### src/rtl/gray_rd_ptr_ctrl_pkg.sv
// Shared binary/Gray helpers for the FIFO read-pointer controller.
// Contains pointer-width derivation and a wide bin-to-Gray function; callers cast the result down.
package gray_rd_ptr_ctrl_pkg;

   localparam int unsigned GRAY_FN_W = 32;

   function automatic int unsigned ptr_width(input int unsigned addr_width);
      return addr_width + 32'd1;
   endfunction

   function automatic logic [GRAY_FN_W-1:0] bin2gray(input logic [GRAY_FN_W-1:0] bin);
      return bin ^ (bin >> 1);
   endfunction

endpackage

### src/rtl/gray_rd_ptr_ctrl_gray2bin.sv
// Gray-to-binary converter: bit i is the XOR of all Gray bits from the MSB down to i.
// Computing each bit as a reduction avoids a self-referencing vector.
module gray_rd_ptr_ctrl_gray2bin #(
   parameter int DATA_WIDTH = 5
) (
   input  logic [DATA_WIDTH-1:0] gray_i,
   output logic [DATA_WIDTH-1:0] bin_o
);

   for (genvar i = 0; i < DATA_WIDTH; i++) begin : g_bit
      assign bin_o[i] = ^gray_i[DATA_WIDTH-1:i];
   end

endmodule

### src/rtl/gray_rd_ptr_ctrl.sv
// Read side of an async FIFO: synchronises the write Gray pointer, keeps the read pointer,
// and produces empty, fill count, underflow pulse and a sticky pointer-distance error.
module gray_rd_ptr_ctrl
   import gray_rd_ptr_ctrl_pkg::*;
#(
   parameter  int ADDR_WIDTH = 4,
   localparam int PW         = int'(ptr_width(ADDR_WIDTH))
) (
   input  logic                  clk_i,
   input  logic                  rst_n_i,
   input  logic [PW-1:0]         wr_ptr_gray_i,
   input  logic                  rd_en_i,
   output logic                  rd_ack_o,
   output logic [ADDR_WIDTH-1:0] rd_addr_o,
   output logic [PW-1:0]         rd_ptr_gray_o,
   output logic                  empty_o,
   output logic [PW-1:0]         fill_cnt_o,
   output logic                  underflow_o,
   output logic                  err_o
);

   localparam logic [PW-1:0] PTR_ONE = {{(PW-1){1'b0}}, 1'b1};
   localparam logic [PW-1:0] DEPTH   = {1'b1, {ADDR_WIDTH{1'b0}}};

   logic [PW-1:0] sync1_q;
   logic [PW-1:0] sync2_q;
   logic [PW-1:0] rbin_q;
   logic [PW-1:0] rbin_d;
   logic [PW-1:0] rd_ptr_gray_q;
   logic [PW-1:0] gray_next_s;
   logic [PW-1:0] wbin_s;
   logic [PW-1:0] fill_q;
   logic [PW-1:0] fill_d;
   logic          empty_q;
   logic          empty_d;
   logic          underflow_q;
   logic          err_q;
   logic          err_d;
   logic          rd_ack_s;

   gray_rd_ptr_ctrl_gray2bin #(
      .DATA_WIDTH(PW)
   ) u_gray2bin (
      .gray_i(sync2_q),
      .bin_o (wbin_s)
   );

   assign rd_ack_s = rd_en_i & ~empty_q;

   // Next read pointer and the flag values it implies against the synchronised write pointer.
   always_comb begin
      rbin_d      = rbin_q;
      gray_next_s = '0;
      fill_d      = '0;
      empty_d     = 1'b1;
      err_d       = err_q;
      if (rd_ack_s) begin
         rbin_d = rbin_q + PTR_ONE;
      end else begin
         rbin_d = rbin_q;
      end
      gray_next_s = PW'(bin2gray(GRAY_FN_W'(rbin_d)));
      empty_d     = (gray_next_s == sync2_q);
      fill_d      = wbin_s - rbin_d;
      if (fill_d > DEPTH) begin
         err_d = 1'b1;
      end else begin
         err_d = err_q;
      end
   end

   // Two-flop synchroniser for the write-domain pointer; nothing sits between the stages.
   always_ff @(posedge clk_i) begin
      if (!rst_n_i) begin
         sync1_q <= '0;
         sync2_q <= '0;
      end else begin
         sync1_q <= wr_ptr_gray_i;
         sync2_q <= sync1_q;
      end
   end

   // Read pointer, its Gray image and the status flags, all updated on the same edge.
   always_ff @(posedge clk_i) begin
      if (!rst_n_i) begin
         rbin_q        <= '0;
         rd_ptr_gray_q <= '0;
         empty_q       <= 1'b1;
         fill_q        <= '0;
         underflow_q   <= 1'b0;
         err_q         <= 1'b0;
      end else begin
         rbin_q        <= rbin_d;
         rd_ptr_gray_q <= gray_next_s;
         empty_q       <= empty_d;
         fill_q        <= fill_d;
         underflow_q   <= rd_en_i & empty_q;
         err_q         <= err_d;
      end
   end

   assign rd_ack_o      = rd_ack_s;
   assign rd_addr_o     = rbin_q[ADDR_WIDTH-1:0];
   assign rd_ptr_gray_o = rd_ptr_gray_q;
   assign empty_o       = empty_q;
   assign fill_cnt_o    = fill_q;
   assign underflow_o   = underflow_q;
   assign err_o         = err_q;

endmodule

### config.mk
export PLATFORM = sky130hd
export DESIGN_NAME = gray_rd_ptr_ctrl
export DESIGN_NICKNAME = d
export VERILOG_FILES = /design/src/rtl/gray_rd_ptr_ctrl_pkg.sv /design/src/rtl/gray_rd_ptr_ctrl_gray2bin.sv /design/src/rtl/gray_rd_ptr_ctrl.sv
export SDC_FILE = /design/constraint.sdc
export NUM_CORES = 1
export LEC_CHECK = 0
export ABC_AREA = 1
export CORE_MARGIN = 3
export CORE_UTILIZATION = 54
export DETAILED_ROUTE_END_ITERATION = 12
export GPL_ROUTABILITY_DRIVEN = 0
export PLACE_DENSITY_LB_ADDON = 0.1
export SYNTH_ARGS = -nofsm -noshare
export SYNTH_HDL_FRONTEND = slang
export SYNTH_SLANG_ARGS = --single-unit
### constraint.sdc
create_clock -name clk_i -period 4.95 [get_ports clk_i]
set_input_delay 0.99 -clock clk_i [delete_from_list [all_inputs] [get_ports clk_i]]
set_output_delay 0.99 -clock clk_i [all_outputs]
set_load 0.02 [all_outputs]
==> summary.md, run 1 <==
| Metric | Value |
|---|---|
| # IOs | 26 |
| FMAX | between 200 and 300 MHz |
| Setup Buffers After CTS | 0 |
| CTS tree | done |
| Fraction of layout cells with a size suffix above 1 | 0.0651 |
| Warnings from Yosys | 0 |
| Most used cell, CP | clkdlybuf4s50_1 |
| Cells after Synth | about 190 |
| Post-DP HPWL | around 2100 um |
| RSZ-0062 raised after global routing | no |
| Final worst path period share | 0.687 |
| Critical hold path startpoint | sync1_q[2] |
| Status | finished clean |
| Kind of critical path | in -> out |
| TritonCTS Sinks | 27 |
| Routed WL | 2610 um |
| CP max stage cell | clkdlybuf4s50_1 |
| Initial Util | 0.575 |
| Largest net degree at the start of global routing | 17 |
| Worst setup EP type | output pin |
| DRC | 0 |
| Avg Inst Size Synth | a little under 7 um^2 |
| Max Slew Vio Count | 0 |
| Worst Path Max Fanout | 5 |
| Fin cells | 243 |
| Final WS setup | 1.55 ns |
| H-Tree Level Count | 1 |
| Reg2reg path depth | 17 |
| Synth cell types | 21 |
| Clock insertion delay at the later pin of the skew report | 0.33 ns |
| CTS resizes | 0 |
| Largest family of logic cells by synthesized area | simple AND/OR/NAND/NOR gates |
| Worst EP arrival | 2.41 ns |
| 1st-pass router iterations | 4 |
| Routed vias | 1203 |
| Post-route ant nets | 0 |
| Relative slew slack | 0.644 |
| Hold Fails Final Rpt | 0 |
| Crit-path max cell delay | 0.62 ns |
| DR iter-0 viols | 24 |
| CP Cell Sequence | clkdlybuf4s50_1 > inv_2 > nor2_4 > clkdlybuf4s50_1 |
| CP required | 3.96 ns |
| Die footprint | 3000 um^2 |
| Maxcap violations | 0 |
| Clk_skew | 0.00479 ns |
| Row cnt | 17 |
| WL per Instance | between 10 and 15 um |
| Measured slew at the worst slew-check pin | between 0.5 and 0.6 ns |
| Simple-Gate Fraction of Synth Area | 0.361 |
| Clock-pin slew on the worst setup and hold paths | 0.14 ns |
| Initial antenna violation count | 0 |
| Ant diodes | 0 |
| Synthesized flop and latch total | 27 |
| Post-synthesis compound-gate area fraction | 0.0400 |
| Total negative slack | 0 ns |
| FF-to-FF setup slack | approximately 2.9 ns |
| Via-to-Cell Ratio | 4.95 |
| Crit path time final | 3.40 ns |
| Core Footprint | 2230 um^2 |
| P_leak | 0.824 nW |
| Final setup violation count | 0 |
| Adder-cell share of the synthesized area | 0.0390 |
| Vias in the first global route | 1125 |
| CP top delay family | buffers and inverters |
| Global-route wire length before repair | about 4500 um |
| Grt total ovfl | 0 |
| Cts bufs inserted | 3 |
| Startpoint Class | input port |
| Hold Path Class | reg -> reg |
| Worst r2r src | sync2_q[2] |
| Hold Path End | sync2_q[2] |
| Worst VDD drop | 0.000270 V |
| Place WS | roughly 1.6 ns |
| Mapped cell area | ~1300 um^2 |
| CP bufs+invs | 3 |
| Worst hold stages | 2 |
| Pwr dens | 309 nW/um^2 |
| Die Wd | 54.8 um |
| Cells after DPL | 239 |
| Final Hold Slack | 0.419 ns |
| FF-to-FF End | err_o |
| Tot GR Track Use | 0.209 |
| Area grow syn2layout | 24.0% |
| Post-synthesis xor/xnor area fraction | 0.0400 |
| I/O Buffers | 25 |
| Final Util | 0.713 |
| CTS hold repair buffers | 0 |
| Post-synthesis sequential area ratio | 0.421 |
| Die height | between 50 and 60 um |
| Root buffer cell | clkbuf_4 |
| Post-synthesis mux area share | 0 |
| Mapped Nets | 200 |
| Clk buf depth | 2 |
| Final Net Count | 228 |
tightest hold or removal path: stages (launching register included):
cell,delay (ns)
dfxtp_1,0.32
nand2_1,0.05
inv_1,0.03
worst max-delay path by stage:
| stage | from | to | slack (ns) | cells past startpoint |
|---|---|---|---|---|
| final | rd_en_i | rd_ack_o | 1.55 | 4 |
| after global routing | rd_en_i | rd_ack_o | 1.50 | 4 |
| after CTS | rd_en_i | rd_ack_o | 1.55 | 4 |
| after detailed placement | rd_en_i | rd_ack_o | 1.55 | 4 |
| after global placement | rd_en_i | rd_ack_o | 1.62 | 4 |
| after floorplan | rd_en_i | err_o | 2.46 | 12 |
cells in the mapped netlist:
cell / instances / share of area
nand2_1: 72 / 0.21
inv_1: 29 / 0.085
dfxtp_1: 27 / 0.42
nand3_1: 15 / 0.058
nor2_1: 12 / 0.035
a21oi_1: 5 / 0.019
ha_1: 4 / 0.039
nand4_1: 4 / 0.019
inv_2: 3 / 0.0088
xor2_1: 3 / 0.020
clkbuf_1: 2 / 0.0059
nand2_2: 2 / 0.0097
o21ai_1: 2 / 0.0078
nand4_2: 1 / 0.0097
nor2_2: 1 / 0.0049
nor2_4: 1 / 0.0088
nor3_1: 1 / 0.0039
o21ai_2: 1 / 0.0068
o21bai_1: 1 / 0.0059
xnor2_1: 1 / 0.0068
xor2_2: 1 / 0.013
routing by layer:
layer,track usage,part of all wire
met5,0,0
met4,0.0996,0.015
met3,0.0272,0.029
met2,0.388,0.53
met1,0.229,0.42
placed cells by master (no fill, tap or decap), types with 2 or more instances in the layout:
cell	Yosys	routed
inv_1	29	29
ha_1	4	4
a21oi_1	5	5
dfxtp_1	27	27
nor2_1	12	12
o21ai_1	2	2
clkbuf_4	0	3
inv_2	3	3
nand4_1	4	4
nand2_2	2	2
nand3_1	15	15
clkdlybuf4s50_1	0	25
nand2_1	72	72
xor2_1	3	3
kinds of logic (layout without fill, tap and decap cells):
group	Yosys count	in the layout
xor+xnor	5	5
compound gates	9	9
flops	27	27
buf+inv	34	61
simple gates	109	109
fa+ha+maj	4	4
where the power goes:
group	switching, mW	total [mW]	internal [mW]
combinational	0.0838	0.147	0.0630
clock	0.0668	0.0978	0.0310
sequential	0.0103	0.247	0.237
total	0.161	0.491	0.331
registers in the layout, indices dropped and copies added (netlist names):
register,flops
rbin_q,5
empty_o,1
underflow_o,1
err_o,1
sync2_q,5
fill_cnt_o,5
rd_ptr_gray_o,4
sync1_q,5
final cells by class:
type                    instances  area, um^2
clock inverters                 1        7.51
multi-input cells             127         616
inverters                      32         120
clock buffers                   3        22.5
well taps                      28        35.0
repair buffers                 25         250
flip-flops and latches         27         541
fillers                       192         642
per-stage QoR:
step                      total power [mW]  area (um^2)
after floorplan                      0.345         1280
after global placement               0.394         1560
after detailed placement             0.399         1560
after CTS                            0.499         1590
after global routing                 0.524         1590
final                                0.491         1590
No activity file was read; power rests on OpenSTA's default activity.
==> inputs of run 2 (changes only) <==
- CORE_ASPECT_RATIO: not set -> 0.5
- CORE_UTILIZATION: 54 -> 45
- clock period: 4.95 -> 3 ns (I/O delays scaled with it)
==> run 2 against run 1 <==
Against the previous run:
- via count is 3.9% lower
- utilization is 4.9 points lower
- non-clock buffer count is 1 higher
- die area is 19% higher
- register-to-register slack worse by 2.0 ns
- final cell count is 3.3% higher
- clock power is 110% higher
- largest power group unchanged
- highest routed layer unchanged
==> summary.md, run 2 (synthesized netlist as in run 1, its figures left out) <==
| Metric | Value |
|---|---|
| Status | finished clean |
| Post-route ant nets | 0 |
| Worst setup EP type | output pin |
| Pwr dens | 526 nW/um^2 |
| Fraction of layout cells with a size suffix above 1 | 0.0694 |
| P_leak | 0.841 nW |
| RSZ-0062 raised after global routing | no |
| CP required | 2.40 ns |
| Total negative slack | 0 ns |
| Final worst path period share | 0.863 |
| FMAX | 386 MHz |
| Maxcap violations | 0 |
| Clock insertion delay at the later pin of the skew report | roughly 0.27 ns |
| Critical hold path startpoint | sync1_q[2] |
| Worst hold stages | 2 |
| Startpoint Class | input port |
| Commonest non-fill, non-tap cells in the layout | 72 x nand2_1, 29 x inv_1, 27 x dfxtp_1 |
| Fin cells | about 250 |
| Most common cell after layout, fill and taps aside | nand2_1 |
| I/O Buffers | 25 |
| Final Net Count | 229 |
| Ant diodes | 0 |
| Cells after DPL | 247 |
| Via-to-Cell Ratio | ~4.6 |
| Tot GR Track Use | 0.149 |
| Sequential power share | 0.476 |
| Sw power | 265 uW |
| DR iter-0 viols | 81 |
| TritonCTS Sinks | 27 |
| Final setup violation count | 0 |
| Reg2reg path depth | 14 |
| Combinational share of power | 0.288 |
| Hold Path Class | reg -> reg |
| Worst VDD drop | 0.000297 V |
| Core Footprint | 2450 um^2 |
| Kind of critical path | in -> out |
| CTS tree | done |
| Worst EP arrival | 1.99 ns |
| Hold Path End | sync2_q[2] |
| Clk_skew | 0.00175 ns |
| Cts bufs inserted | 3 |
| 1st-pass router iterations | 4 |
| Clk buf depth | 2 |
| Relative slew slack | 0.719 |
| FF-to-FF setup slack | about 0.88 ns |
| Net Sw Frac | 0.311 |
| Largest net degree at the start of global routing | 16 |
| Routed WL | 2540 um |
| P_int | about 600 uW |
| Global-route wire length before repair | approximately 4000 um |
| Max Slew Vio Count | 0 |
| Layout filler cell count | 210 |
| # IOs | 26 |
| CTS hold repair buffers | 0 |
| Crit path time final | 2.59 ns |
| Total power | 854 uW |
| FF-to-FF End | err_o |
| Routed vias | roughly 1200 |
| Setup Buffers After CTS | 0 |
| Root buffer cell | clkbuf_8 |
| Clock-pin slew on the worst setup and hold paths | 0.09 ns |
| Worst r2r src | rbin_q[0] |
| Measured slew at the worst slew-check pin | 0.422 ns |
| Initial antenna violation count | 0 |
| Die Wd | 81.5 um |
| H-Tree Level Count | 1 |
| WL per Instance | 10.1 um |
| Die height | 43.8 um |
| Hold Fails Final Rpt | 0 |
| Clk pwr share | 0.236 |
| Row cnt | 12 |
| Worst Path Max Fanout | 5 |
| Vias in the first global route | 973 |
| Post-DP HPWL | 1970 um |
| Area grow syn2layout | 26.5% |
| DRC | 0 |
| CTS resizes | 0 |
| Die footprint | 3570 um^2 |
| Initial Util | 0.525 |
| Grt total ovfl | 0 |
==> run 2: changes by cell type in the layout (fill, tap and decap cells not counted) <==
cell | before | now
clkbuf_4 | 3 | 0
clkinv_2 | 0 | 1
clkinvlp_4 | 1 | 0
clkbuf_8 | 0 | 3
buf_4 | 0 | 1
==> run 2: layout make-up <==
cell class / count / area [um^2] / area share
timing repair buffer: 26 / 258 / 0.159
tap: 35 / 43.8 / 0.0270
sequential: 27 / 541 / 0.333
clock inverter: 1 / 5.00 / 0.00308
inverter: 32 / 120 / 0.0740
multi-input combinational: 127 / 616 / 0.379
clock buffer: 3 / 41.3 / 0.0254
==> run 2: worst max-delay path: stages <==
cell and delay, ns:
clkdlybuf4s50_1 0.56, inv_2 0.07, nor2_4 0.13, clkdlybuf4s50_1 0.62
==> run 2: per-layer routing <==
layer | GRT usage | share of wire | routed length (um)
met4 | 0.0303 | 0.0098 | 25
met2 | 0.218 | 0.39 | 982
met5 | 0 | 0 | 0
met1 | 0.207 | 0.51 | 1300
met3 | 0.0581 | 0.090 | 229
==> run 2: how the worst max path moves through the flow <==
stage / startpoint / end / slack [ns] / depth (start not counted)
after floorplan: rd_en_i / err_o / 0.90 / 12
after global routing: rd_en_i / rd_ack_o / 0.33 / 4
after CTS: rd_en_i / rd_ack_o / 0.42 / 4
final: rd_en_i / rd_ack_o / 0.41 / 4
after detailed placement: rd_en_i / err_o / 0.30 / 13
after global placement: rd_en_i / err_o / 0.34 / 13
==> run 2: stage by stage <==
stage                     hold slack, ns   util  setup slack, ns  cell area [um^2]
after floorplan                    0.386      -            0.895              1280
after global placement             0.390  0.645            0.341              1580
after detailed placement           0.398  0.645            0.299              1580
after CTS                          0.414  0.664            0.423              1620
after global routing               0.439  0.664            0.332              1620
final                              0.412  0.664            0.411              1620
==> run 2: power groups by stage <==
stage / Clock, mW / Sequential, mW / Combinational, mW
6_report: 0.201 / 0.407 / 0.246
5_1_grt: 0.226 / 0.410 / 0.273
4_1_cts: 0.209 / 0.407 / 0.246
3_5_place_dp: 0 / 0.415 / 0.246
3_3_place_gp: 0 / 0.415 / 0.241
2_1_floorplan: 0 / 0.445 / 0.124
==> inputs of run 3 (changes only) <==
- CTS_CLUSTER_DIAMETER: not set -> 50
- GPL_ROUTABILITY_DRIVEN: 0 -> not set
==> run 3 against run 2 <==
Against the previous run:
- flip-flop and latch count did not move
- first-iteration DRC count down 31%
- combinational power about the same
- utilization did not move
- highest routed layer unchanged
==> summary.md, run 3 (synthesized netlist as in run 1, its figures left out) <==
| Metric | Value |
|---|---|
| Status | finished clean |
| Kind of critical path | in -> out |
| Final setup violation count | 0 |
| Pwr dens | 525 nW/um^2 |
| Relative slew slack | 0.723 |
| I/O Buffers | 25 |
| Final WS setup | 0.418 ns |
| P_int | 589 uW |
| Core Footprint | roughly 2400 um^2 |
| Sequential power share | 0.477 |
| Worst EP arrival | 1.98 ns |
| DR iter-0 viols | 56 |
| P_leak | 0.841 nW |
| Hold Fails Final Rpt | 0 |
| Via-to-Cell Ratio | 4.59 |
| Most common cell after layout, fill and taps aside | nand2_1 |
| Cts bufs inserted | 3 |
| Post-DP HPWL | ~2000 um |
| Routed vias | 1152 |
| Worst Path Max Fanout | 5 |
| Die Wd | 81.5 um |
| Row cnt | 12 |
| Fraction of layout cells with a size suffix above 1 | 0.0694 |
| RSZ-0062 raised after global routing | no |
| Clk pwr share | 0.237 |
| Worst setup EP type | output pin |
| CTS resizes | 0 |
| Clock insertion delay at the later pin of the skew report | 0.27 ns |
| Tot GR Track Use | 0.148 |
| Startpoint Class | input port |
| Post-route ant nets | 0 |
| DRC | 0 |
| Max Slew Vio Count | 0 |
| Sw power | 264 uW |
| Clock-pin slew on the worst setup and hold paths | around 0.080 ns |
| Commonest non-fill, non-tap cells in the layout | 72 x nand2_1, 29 x inv_1, 27 x dfxtp_1 |
| Worst VDD drop | 0.000338 V |
| Placer Congestion | 0.844 |
| Clk_skew | 0.00310 ns |
| Die footprint | about 3600 um^2 |
| Hold Path Class | reg -> reg |
| Grt total ovfl | 0 |
| Area grow syn2layout | 26.5% |
| Root buffer cell | clkbuf_8 |
| Combinational share of power | 0.286 |
| Die height | ~44 um |
| Clk buf depth | 2 |
| Final worst path period share | 0.861 |
| Initial Util | 0.525 |
| Vias in the first global route | 892 |
| Largest net degree at the start of global routing | 16 |
| Setup Buffers After CTS | 0 |
| H-Tree Level Count | 1 |
| TritonCTS Sinks | 27 |
| CTS hold repair buffers | 0 |
| CP required | around 2.4 ns |
| FMAX | 387 MHz |
| Place WS | 0.277 ns |
| Initial antenna violation count | 0 |
| Maxcap violations | 0 |
| WL per Instance | 10.1 um |
| Routed WL | 2530 um |
| Crit path time final | 2.58 ns |
| 1st-pass router iterations | 4 |
| Total power | about 850 uW |
| CTS tree | done |
| Global-route wire length before repair | 3980 um |
| Measured slew at the worst slew-check pin | 0.415 ns |
| Net Sw Frac | 0.310 |
| # IOs | 26 |
| Final Net Count | 229 |
| Ant diodes | 0 |
| Total negative slack | 0 ns |
run 3: cell counts in the layout (fill, tap and decap cells not counted):
No cell type changed its count.
run 3: power groups by stage:
stage / clock, mW / combinational [mW] / sequential, mW
finish: 0.202 / 0.244 / 0.407
CTS: 0.212 / 0.246 / 0.407
floorplan: 0 / 0.124 / 0.445
global route: 0.226 / 0.273 / 0.410
global placement: 0 / 0.241 / 0.415
detailed placement: 0 / 0.245 / 0.415
run 3: stage by stage:
stage / utilization / cell area, um^2 / instances / hold slack (ns)
floorplan: - / 1280 / 188 / 0.386
global placement: 0.645 / 1580 / 247 / 0.390
detailed placement: 0.645 / 1580 / 247 / 0.396
CTS: 0.664 / 1620 / 251 / 0.413
global route: 0.664 / 1620 / 251 / 0.432
finish: 0.664 / 1620 / 251 / 0.410
run 3: path summary, 6_finish.rpt:
check / start / end / slack [ns] / cells after the start
max: rd_en_i / rd_ack_o / 0.42 / 4
min reg2reg: sync1_q[2] / sync2_q[2] / 0.41 / 2
min: sync1_q[2] / sync2_q[2] / 0.41 / 2
max reg2reg: rbin_q[0] / err_o / 0.91 / 14
run 3: worst max-delay path, stage by stage:
cell and delay [ns]:
clkdlybuf4s50_1 0.56, inv_2 0.07, nor2_4 0.13, clkdlybuf4s50_1 0.62
run 3: per-layer routing:
metal | up-vias | track usage | share of wire
met1 | 489 | 0.204 | 0.50
li1 | 627 | - | -
met2 | 32 | 0.217 | 0.40
met4 | 0 | 0.0303 | 0.0087
met5 | - | 0 | 0
met3 | 4 | 0.0581 | 0.089
run 3: cell type report:
class / count / area, um^2
fillers: 210 / 823
flip-flops and latches: 27 / 541
clock inverters: 1 / 5.00
clock buffers: 3 / 41.3
repair buffers: 26 / 258
inverters: 32 / 120
well taps: 35 / 43.8
multi-input cells: 127 / 616
